$ cat src/rtl/wavelet_delay_aligner.sv
// -----------------------------------------------------------------------------
// wavelet_delay_aligner
//
// Purpose:
//   Multi-channel delay aligner for wavelet subband streams. Each channel owns a
//   circular sample buffer and a runtime-programmable delay. A single shared
//   write pointer advances on every accepted input sample. Per-channel fill
//   counters track how many samples have been seen since the last reset or
//   reconfiguration, so the block can flag when each channel (and the whole
//   set) is producing meaningful, time-aligned data.
//
// Optional feature:
//   WAVELET_ALIGN_MISALIGN_CNT_EN - adds a 16-bit saturating counter of input
//   samples on which only part of the channel set is valid.
//
// Ports:
//   clk           in   system clock
//   rst_n         in   asynchronous active-low reset
//   in_valid      in   sample enable, common to all channels
//   data_in       in   NUM_CH packed samples, channel 0 in the LSBs
//   cfg_wr        in   one-cycle strobe writing the delay of one channel
//   cfg_ch        in   target channel of cfg_wr (out-of-range is ignored)
//   cfg_delay     in   requested delay in samples (clamped to MAX_DELAY)
//   data_out      out  delayed samples, packed like data_in
//   ch_valid      out  per-channel output valid
//   aligned_valid out  pulse: every channel valid on this output sample
//   busy          out  at least one channel is still refilling
//   misalign_cnt  out  (optional) partial-valid sample counter
// -----------------------------------------------------------------------------
module wavelet_delay_aligner #(
    parameter int ADC_WIDTH = 14,
    parameter int NUM_CH    = 4,
    parameter int MAX_DELAY = 16,
    parameter int DLY_W     = $clog2(MAX_DELAY) + 1
) (
    input  logic                                          clk,
    input  logic                                          rst_n,
    input  logic                                          in_valid,
    input  logic [NUM_CH*ADC_WIDTH-1:0]                   data_in,
    input  logic                                          cfg_wr,
    input  logic [((NUM_CH > 1) ? $clog2(NUM_CH) : 1)-1:0] cfg_ch,
    input  logic [DLY_W-1:0]                              cfg_delay,
    output logic [NUM_CH*ADC_WIDTH-1:0]                   data_out,
    output logic [NUM_CH-1:0]                             ch_valid,
    output logic                                          aligned_valid,
    output logic                                          busy
`ifdef WAVELET_ALIGN_MISALIGN_CNT_EN
    ,
    output logic [15:0]                                   misalign_cnt
`endif
);

    localparam int PTR_W = $clog2(MAX_DELAY);
    localparam int CH_W  = (NUM_CH > 1) ? $clog2(NUM_CH) : 1;
    localparam int BUS_W = NUM_CH * ADC_WIDTH;

    localparam logic [DLY_W-1:0] MAX_DLY_L  = DLY_W'(MAX_DELAY);
    localparam logic [CH_W:0]    NUM_CH_L   = (CH_W + 1)'(NUM_CH);
    localparam logic [DLY_W-1:0] DLY_ZERO_L = {DLY_W{1'b0}};
    localparam logic [DLY_W-1:0] DLY_ONE_L  = DLY_W'(1);
    localparam logic [PTR_W-1:0] PTR_ONE_L  = PTR_W'(1);

    // Requested delays beyond the buffer depth saturate to the deepest tap.
    function automatic logic [DLY_W-1:0] clamp_delay(input logic [DLY_W-1:0] d);
        logic [DLY_W-1:0] r;
        if (d > MAX_DLY_L) begin
            r = MAX_DLY_L;
        end else begin
            r = d;
        end
        return r;
    endfunction

    // Read tap. A delay of MAX_DELAY has zero low bits and therefore lands on
    // the write slot itself, returning the entry about to be overwritten.
    function automatic logic [PTR_W-1:0] tap_addr(input logic [PTR_W-1:0] ptr,
                                                  input logic [DLY_W-1:0] d);
        return ptr - d[PTR_W-1:0];
    endfunction

    // ---------------------------------------------------------------- state
    logic [PTR_W-1:0]     r_wr_ptr;
    logic [ADC_WIDTH-1:0] r_mem      [NUM_CH][MAX_DELAY];
    logic [DLY_W-1:0]     r_delay    [NUM_CH];
    logic [DLY_W-1:0]     r_fill     [NUM_CH];
    logic [NUM_CH-1:0]    r_ch_valid;
    logic [BUS_W-1:0]     r_data_out;
    logic                 r_aligned;
    logic                 r_busy;

    // ---------------------------------------------------------------- comb
    logic                 w_cfg_ok;
    logic [DLY_W-1:0]     w_cfg_dly;
    logic [NUM_CH-1:0]    w_cfg_hit;
    logic [NUM_CH-1:0]    w_fill_ok;
    logic [NUM_CH-1:0]    w_fill_short;
    logic [NUM_CH-1:0]    w_ch_valid_nxt;
    logic [BUS_W-1:0]     w_rd_data;

    // Configuration decode and next per-channel valid (cfg write clears first).
    always_comb begin
        w_cfg_ok       = cfg_wr & ({1'b0, cfg_ch} < NUM_CH_L);
        w_cfg_dly      = clamp_delay(cfg_delay);
        w_cfg_hit      = {NUM_CH{1'b0}};
        w_fill_ok      = {NUM_CH{1'b0}};
        w_fill_short   = {NUM_CH{1'b0}};
        w_ch_valid_nxt = {NUM_CH{1'b0}};
        for (int c = 0; c < NUM_CH; c++) begin
            w_cfg_hit[c]    = w_cfg_ok & (cfg_ch == CH_W'(c));
            // Fill is compared before this sample's increment.
            w_fill_ok[c]    = (r_fill[c] >= r_delay[c]);
            w_fill_short[c] = ~w_fill_ok[c];
            if (w_cfg_hit[c]) begin
                w_ch_valid_nxt[c] = 1'b0;
            end else if (in_valid) begin
                w_ch_valid_nxt[c] = w_fill_ok[c];
            end else begin
                w_ch_valid_nxt[c] = r_ch_valid[c];
            end
        end
    end

    // Per-channel read mux: zero delay bypasses the buffer entirely.
    always_comb begin
        w_rd_data = {BUS_W{1'b0}};
        for (int c = 0; c < NUM_CH; c++) begin
            if (r_delay[c] == DLY_ZERO_L) begin
                w_rd_data[c*ADC_WIDTH +: ADC_WIDTH] = data_in[c*ADC_WIDTH +: ADC_WIDTH];
            end else begin
                w_rd_data[c*ADC_WIDTH +: ADC_WIDTH] = r_mem[c][tap_addr(r_wr_ptr, r_delay[c])];
            end
        end
    end

    // ---------------------------------------------------------------- seq
    // Sample buffers: plain storage, contents are qualified by the fill logic.
    always_ff @(posedge clk) begin
        if (in_valid) begin
            for (int c = 0; c < NUM_CH; c++) begin
                r_mem[c][r_wr_ptr] <= data_in[c*ADC_WIDTH +: ADC_WIDTH];
            end
        end
    end

    // Shared write pointer, output data and the alignment pulse.
    always_ff @(posedge clk or negedge rst_n) begin
        if (!rst_n) begin
            r_wr_ptr   <= {PTR_W{1'b0}};
            r_data_out <= {BUS_W{1'b0}};
            r_aligned  <= 1'b0;
        end else begin
            if (in_valid) begin
                // Power-of-two depth: natural wrap gives a bubble-free modulo.
                r_wr_ptr   <= r_wr_ptr + PTR_ONE_L;
                r_data_out <= w_rd_data;
                r_aligned  <= &w_ch_valid_nxt;
            end else begin
                r_wr_ptr   <= r_wr_ptr;
                r_data_out <= r_data_out;
                r_aligned  <= 1'b0;
            end
        end
    end

    // Per-channel delay, fill counter and valid flag.
    always_ff @(posedge clk or negedge rst_n) begin
        if (!rst_n) begin
            for (int c = 0; c < NUM_CH; c++) begin
                r_delay[c] <= DLY_ZERO_L;
                r_fill[c]  <= DLY_ZERO_L;
            end
            r_ch_valid <= {NUM_CH{1'b0}};
        end else begin
            r_ch_valid <= w_ch_valid_nxt;
            for (int c = 0; c < NUM_CH; c++) begin
                if (w_cfg_hit[c]) begin
                    // A sample arriving on the same edge is not counted.
                    r_delay[c] <= w_cfg_dly;
                    r_fill[c]  <= DLY_ZERO_L;
                end else if (in_valid && (r_fill[c] != MAX_DLY_L)) begin
                    r_delay[c] <= r_delay[c];
                    r_fill[c]  <= r_fill[c] + DLY_ONE_L;
                end else begin
                    r_delay[c] <= r_delay[c];
                    r_fill[c]  <= r_fill[c];
                end
            end
        end
    end

    // Busy reflects the fill state sampled at each clock.
    always_ff @(posedge clk or negedge rst_n) begin
        if (!rst_n) begin
            r_busy <= 1'b0;
        end else begin
            r_busy <= |w_fill_short;
        end
    end

`ifdef WAVELET_ALIGN_MISALIGN_CNT_EN
    logic [15:0] r_misalign_cnt;

    // Saturating count of samples on which only part of the set is valid.
    always_ff @(posedge clk or negedge rst_n) begin
        if (!rst_n) begin
            r_misalign_cnt <= 16'h0000;
        end else if (w_cfg_ok) begin
            r_misalign_cnt <= 16'h0000;
        end else if (in_valid && (w_ch_valid_nxt != {NUM_CH{1'b0}}) &&
                     !(&w_ch_valid_nxt) && (r_misalign_cnt != 16'hFFFF)) begin
            r_misalign_cnt <= r_misalign_cnt + 16'h0001;
        end else begin
            r_misalign_cnt <= r_misalign_cnt;
        end
    end

    assign misalign_cnt = r_misalign_cnt;
`endif

    assign data_out      = r_data_out;
    assign ch_valid      = r_ch_valid;
    assign aligned_valid = r_aligned;
    assign busy          = r_busy;

endmodule

$ cat config.mk
export PLATFORM = sky130hd
export DESIGN_NAME = wavelet_delay_aligner
export DESIGN_NICKNAME = d
export VERILOG_FILES = /design/src/rtl/wavelet_delay_aligner.sv
export SDC_FILE = /design/constraint.sdc
export NUM_CORES = 1
export LEC_CHECK = 0
export ABC_CLOCK_PERIOD_IN_PS = 6700
export BUFFER_PORTS_ARGS = -buffer_cell sky130_fd_sc_hd__buf_4
export CAP_MARGIN = 20
export CORE_MARGIN = 4
export CORE_UTILIZATION = 62
export DETAILED_ROUTE_END_ITERATION = 12
export GPL_TIMING_DRIVEN = 1
export PLACE_DENSITY = 0.8
export SLEW_MARGIN = 20
export SYNTH_ARGS = -nofsm -noshare
export SYNTH_HDL_FRONTEND = slang
export SYNTH_SLANG_ARGS = --single-unit
$ cat constraint.sdc
create_clock -name clk -period 6.7 [get_ports clk]
set_input_delay 0.67 -clock clk [delete_from_list [all_inputs] [get_ports clk]]
set_output_delay 0.67 -clock clk [all_outputs]
set_load 0.02 [all_outputs]
==> flow_summary.ini, run 1 <==
[setup_path]
timing.rr.end = data_out[26]
cp-start-kind = flop
cp_max_fo = 30
crit_buf_inv = 2
endpoint_kind = flop
cp.required_ps = 7200
crit_type = reg2reg
slowest_stage = fa_2
r2r-start = r_wr_ptr[1]
rrSetupSlack_ps = 2710
ff2ff_path_depth = 7
path_delay_family = adder cells
worstPathCellList = inv_1 -> fa_2 -> buf_4 -> mux4_2 -> mux2_2 -> a221oi_1 -> a21oi_1
cp.arrival_ps = 4480
max_stage_delay_ps = 1270

[power]
switching_share_pct = 31.8
p_switching_mw = 6.63
p_comb_share_pct = 34.2
power.leakage_nw = 15.2
clkPwrFrac_pct = 27.0
power_density_mw_per_mm2 = 462
seq_power_share_pct = 38.8
ir_drop_mv = 0.426
p_int_mw = 14.2

[yosys]
synth_cells = 1998
synthXorXnorAreaFrac_pct = 0.674
synth_compound_area_share_pct = 3.13
ys_ff_latch = 1002
syn_area_mm2 = 0.0397
syn_area_per_cell_um2 = 19.9
synthAdderAreaFrac_pct = 1.59
yosysWarnings = 0
yosysSeqAreaShare_pct = 74.4
synth.area.top_cells = edfxtp_1 68%, mux4_2 13%, dfrtp_1 6.7%
yosys.area.top_type = edfxtp_1
synthSimpleGateAreaFrac_pct = 3.58
yosys-mux-area-fraction_pct = 15.2
yosys.area.top_type_share_pct = 67.8
synth.distinct_cells = 54
synth_fp_nets = 2113
synth_top_family_by_area = multiplexers

[floorplan]
start_util_pct = 62.8
rows = 92
io_pins = 129
dieArea_mm2 = 0.0682
dieHeight_um = 261
coreArea_mm2 = 0.0632
die_w_um = 261

[layout]
layout-drive-gt1-share_pct = 29.5
register_area_mm2 = 0.0296
multi_input_area_mm2 = 0.00978
area_growth_pct = 13.5
layout_commonest_cell = edfxtp_1
fillCellCount = 3540
nNetsFinal = 2281
layout_common_cells = 896 x edfxtp_1, 224 x mux4_2, 166 x buf_4

[clocking]
holdBufCountCts = 0
h-tree-depth = 3
cts_resized = 0
clock_sinks = 1002
cts_max_path_buffers = 3
cts_setup_buffers = 0
path_clk_slew_ps = 60
clk_latency_ps = 640
clockRootBuffer = clkbuf_16
cts_tree = built
cts_buffers = 96

[global_route]
use_met2_pct = 44.8
grt_antenna_before_repair = 3
first_global_vias = 21400
grt_max_degree = 59
track_usage_pct = 27.4
grt-ovfl-total = 0
use_met1_pct = 38.5
busiest_layer = met2
grt_util_met3_pct = 5.23
grt_pass1_wl_mm = 137

[placed_design]
gp_congestion = 0.794
dp_hpwl_mm = 47.1
port_buffers = 128

[sta]
fin_crit_sh_pct = 59.5
fin_tns_setup_ps = 0
slew_viol_final = 0
worstMarginPinSlew_ps = 1190
setup_violations = 0
period_needed_ps = 3990
finalClockSkew_ps = 16.7
rsz0062_at_grt = no
fmax_mhz = 251
finalHoldViolCount = 0
slew_headroom_pct = 20.3
whs_ps = 208

[detailed_routing]
drt-vias-per-instance = 6.68
drtAntennaViolNets = 0
vias = 20700
routed_wl_mm = 91.9
wire_per_inst_um = 29.7
drt-initial-drc-count = 2356
drt_drc_violations_left = 0
dr.pass1.iters = 6

[run_status]
outcome = finished clean

[flow_run]
drv_cap = 0

[worst_hold_path]
hold_path_class = in2async
==> worst reg2reg max path: stages, from the launching register on <==
cell and delay, ps:
dfrtp_1 560, inv_1 330, fa_2 1270, buf_4 530, mux4_2 380, mux2_2 290, a221oi_1 370, a21oi_1 130
==> power groups by stage <==
stage | clock [mW] | combinational, mW | sequential [mW]
3_5_place_dp | 0 | 7.00 | 8.16
6_report | 5.63 | 7.12 | 8.07
2_1_floorplan | 0 | 4.86 | 8.24
3_3_place_gp | 0 | 6.88 | 8.12
4_1_cts | 5.68 | 7.15 | 8.06
5_1_grt | 5.97 | 7.61 | 8.12
==> synth_stat cells, drive strengths merged <==
library cell  count
nand3            10
xor2             21
nor4              1
or3               1
nand2           153
and3             11
clkbuf           44
o21ai            23
and2              4
a221oi           48
o32ai             1
edfxtp          896
inv              28
nand3b            5
mux2             78
dfrtp           106
a211oi            3
a22o              8
nor2b             3
a311oi            5
and3b             3
buf              52
nand4bb           1
nor3b             5
nand2b            7
or3b              1
o21bai            1
mux4            224
nand4            10
a21oi            71
ha               44
nor3             13
or4               4
o311ai            3
o31ai             3
fa                4
a21o              4
o311a             1
nor2             77
mux2i            10
or2               2
xnor2             7
o22a              2
==> worst max-delay path by stage <==
stage / from / depth (start not counted) / end / slack (ps)
detailed placement: in_valid / 5 / r_mem[3][174] / 2720
finish: r_wr_ptr[1] / 7 / data_out[26] / 2710
global placement: in_valid / 5 / r_mem[2][212] / 2770
floorplan: in_valid / 4 / r_mem[0][112] / 680
CTS: r_wr_ptr[1] / 7 / data_out[26] / 2710
global route: r_wr_ptr[1] / 7 / data_out[26] / 2490
==> routing by layer <==
| layer | up-vias | part of all wire [%] |
|---|---|---|
| met4 | 0 | 2.9 |
| met5 | - | 0 |
| met2 | 1193 | 50 |
| li1 | 8433 | - |
| met3 | 207 | 9.1 |
| met1 | 10900 | 38 |
==> registers in the layout (all words and copies together), names as in the netlist <==
name           count
r_delay           20
aligned_valid      1
data_out          56
busy               1
ch_valid           4
r_mem            896
r_fill            20
r_wr_ptr           4
==> layout make-up <==
type	count	area share (%)
clock buffer	134	6.14
multi-input combinational	872	21.7
antenna	4	0.0222
inverter	28	0.236
timing repair buffer	166	2.76
sequential	1002	65.6
clock inverter	46	1.23
tap	846	2.35
==> stage by stage <==
step           util (%)  cell area, µm²  std cells  worst slack, ps  power, mW
3_3_place_gp       66.1           41700       2914             2770       15.0
3_5_place_dp       66.1           41700       2914             2720       15.2
6_report           71.3           45100       3098             2710       20.8
5_1_grt            71.3           45100       3095             2490       21.7
4_1_cts            71.3           45100       3094             2710       20.9
2_1_floorplan         -           39700       1998              685       13.1
==> logic make-up after synthesis <==
logic type | count (synthesis)
buf+inv | 124
compound gates | 173
simple gates | 311
mux | 312
flops | 1002
xor+xnor | 28
fa+ha+maj | 48
No activity file was read; power rests on OpenSTA's default activity.
==> run 2, diff against run 1 <==
- ABC_CLOCK_PERIOD_IN_PS: 6700 -> 3700
- clock period: 6.7 -> 3.7 ns (I/O delays scaled with it)
==> run 2 against run 1 <==
  * Maximum frequency is 22% higher
  * Sequential power is 81% higher
  * Die area stayed put
  * Clock-buffer cell count is 7 higher
  * Flip-flop and latch count stayed put
  * Global-route usage is 0.77 points higher
  * Largest power group unchanged
  * Critical endpoint is now data_out[28]
  * Clock power is 75% higher
  * Wire length is 2.9% higher
  * First-iteration DRC count is 1.4% higher
  * Via count is 0.85% higher
==> flow_summary.ini, run 2 (synthesis results as in run 1) <==
[run_status]
outcome = finished clean

[setup_path]
cp.required_ps = 4210
cp.arrival_ps = 3770
crit_type = reg2reg
endpoint_kind = flop
ff2ff_path_depth = 8
slowest_stage = fa_2
crit_path_start = r_wr_ptr[0]
max_stage_delay_ps = 810
cp_max_fo = 16
cp-start-kind = flop
worstPathCellList = inv_1 -> ha_4 -> fa_2 -> buf_4 -> mux4_2 -> mux2_2 -> a221oi_1 -> a21oi_1
r2r-start = r_wr_ptr[0]

[floorplan]
rows = 92
dieArea_mm2 = 0.0682
start_util_pct = 62.8
io_pins = 129
die_w_um = 261
dieHeight_um = 261
coreArea_mm2 = 0.0632

[detailed_routing]
drt_drc_violations_left = 0
drt-initial-drc-count = 2389
vias = 20900
wire_per_inst_um = 30.3
dr.pass1.iters = 6
drt-vias-per-instance = 6.68
routed_wl_mm = 94.5
drtAntennaViolNets = 0

[sta]
slew_headroom_pct = 21.5
worstMarginPinSlew_ps = 1180
setup_violations = 0
fmax_mhz = 307
rsz0062_at_grt = no
slew_viol_final = 0
setup_slack_ps = 445
period_needed_ps = 3260
finalHoldViolCount = 0
fin_crit_sh_pct = 88.0
finalClockSkew_ps = 19.5

[clocking]
clockRootBuffer = clkbuf_16
clk_latency_ps = 640
path_clk_slew_ps = 70
cts_tree = built
clock_sinks = 1002
cts_max_path_buffers = 3
h-tree-depth = 3
cts_buffers = 95
cts_setup_buffers = 0

[worst_hold_path]
hold_path_class = in2reg
hold_path_depth = 1
min_from = data_in[32]

[placed_design]
port_buffers = 128
dpl.cell_count = 2938
dp_hpwl_mm = 48.2
gp_congestion = 0.801
dpl_cell_area_mm2 = 0.0422
dp_slack_ps = 449

[layout]
layout_commonest_cell = edfxtp_1
instances_no_fill = 3122
layout_common_cells = 896 x edfxtp_1, 224 x mux4_2, 167 x buf_4
regMostFlops = r_mem
nNetsFinal = 2306
layout-drive-gt1-share_pct = 29.9
area_growth_pct = 14.5
postLayoutCellArea_mm2 = 0.0455
largest_reg_flops = 896

[global_route]
grt_max_degree = 72
grt_pass1_wl_mm = 140
first_global_vias = 22100
grt-ovfl-total = 0
track_usage_pct = 28.2
grt_antenna_before_repair = 3

[power]
ir_drop_mv = 0.549
power.leakage_nw = 15.4
power_density_mw_per_mm2 = 834

[flow_run]
drv_cap = 0
-- run 2: layout make-up --
class / instances / area (µm²)
fill: 3516 / 17700
clock buffer: 141 / 2770
tap: 846 / 1060
antenna: 2 / 5.00
inverter: 28 / 105
sequential: 1002 / 29600
timing repair buffer: 192 / 1730
multi-input combinational: 872 / 9810
clock inverter: 39 / 427
-- run 2: critical path, delay by kind of cell, from the launching register on --
family / cells / cell delay (ps)
AOI/OAI and AO/OA: 2 / 410
buffers and inverters: 2 / 590
muxes: 2 / 610
adders and majority gates: 2 / 1060
DFF: 1 / 440
-- run 2: what timing repair did --
item,in CTS,in global routing
hold buffers,1,0
resized for setup,0,0
endpoints found under the hold margin,69,0
-- run 2: per-layer routing --
metal,part of all wire (%),track usage (%)
met4,3.4,10.7
met1,37,38.4
met5,0.013,0
met3,9.6,5.30
met2,50,46.5
-- run 2: path summary, 6_finish.rpt --
| kind | end | slack, ps |
|---|---|---|
| min in group asynchronous | data_out[17] | 330 |
| worst min-delay path | r_mem[2][60] | 30 |
| worst max-delay path | data_out[28] | 440 |
| worst min register to register | r_delay[7] | 520 |
| worst max register to register | data_out[28] | 440 |
| max in group asynchronous | data_out[4] | 2340 |
-- run 2: power by group --
part / switching, mW / internal [mW] / total, mW
combinational: 7.22 / 6.22 / 13.4
sequential: 0.771 / 13.8 / 14.6
clock: 4.12 / 5.75 / 9.87
total: 12.1 / 25.8 / 37.9
-- run 2: per-stage QoR --
| step | utilization, % | hold WS [ps] | total power [mW] | setup TNS (ps) |
|---|---|---|---|---|
| 2_1_floorplan | - | 74.4 | 23.7 | -16730 |
| 5_1_grt | 71.9 | 26.5 | 39.4 | 0 |
| 3_3_place_gp | 66.8 | 475 | 27.5 | 0 |
| 3_5_place_dp | 66.8 | 473 | 28.0 | 0 |
| 6_report | 71.9 | 31.1 | 37.9 | 0 |
| 4_1_cts | 71.9 | 3.79 | 38.0 | 0 |
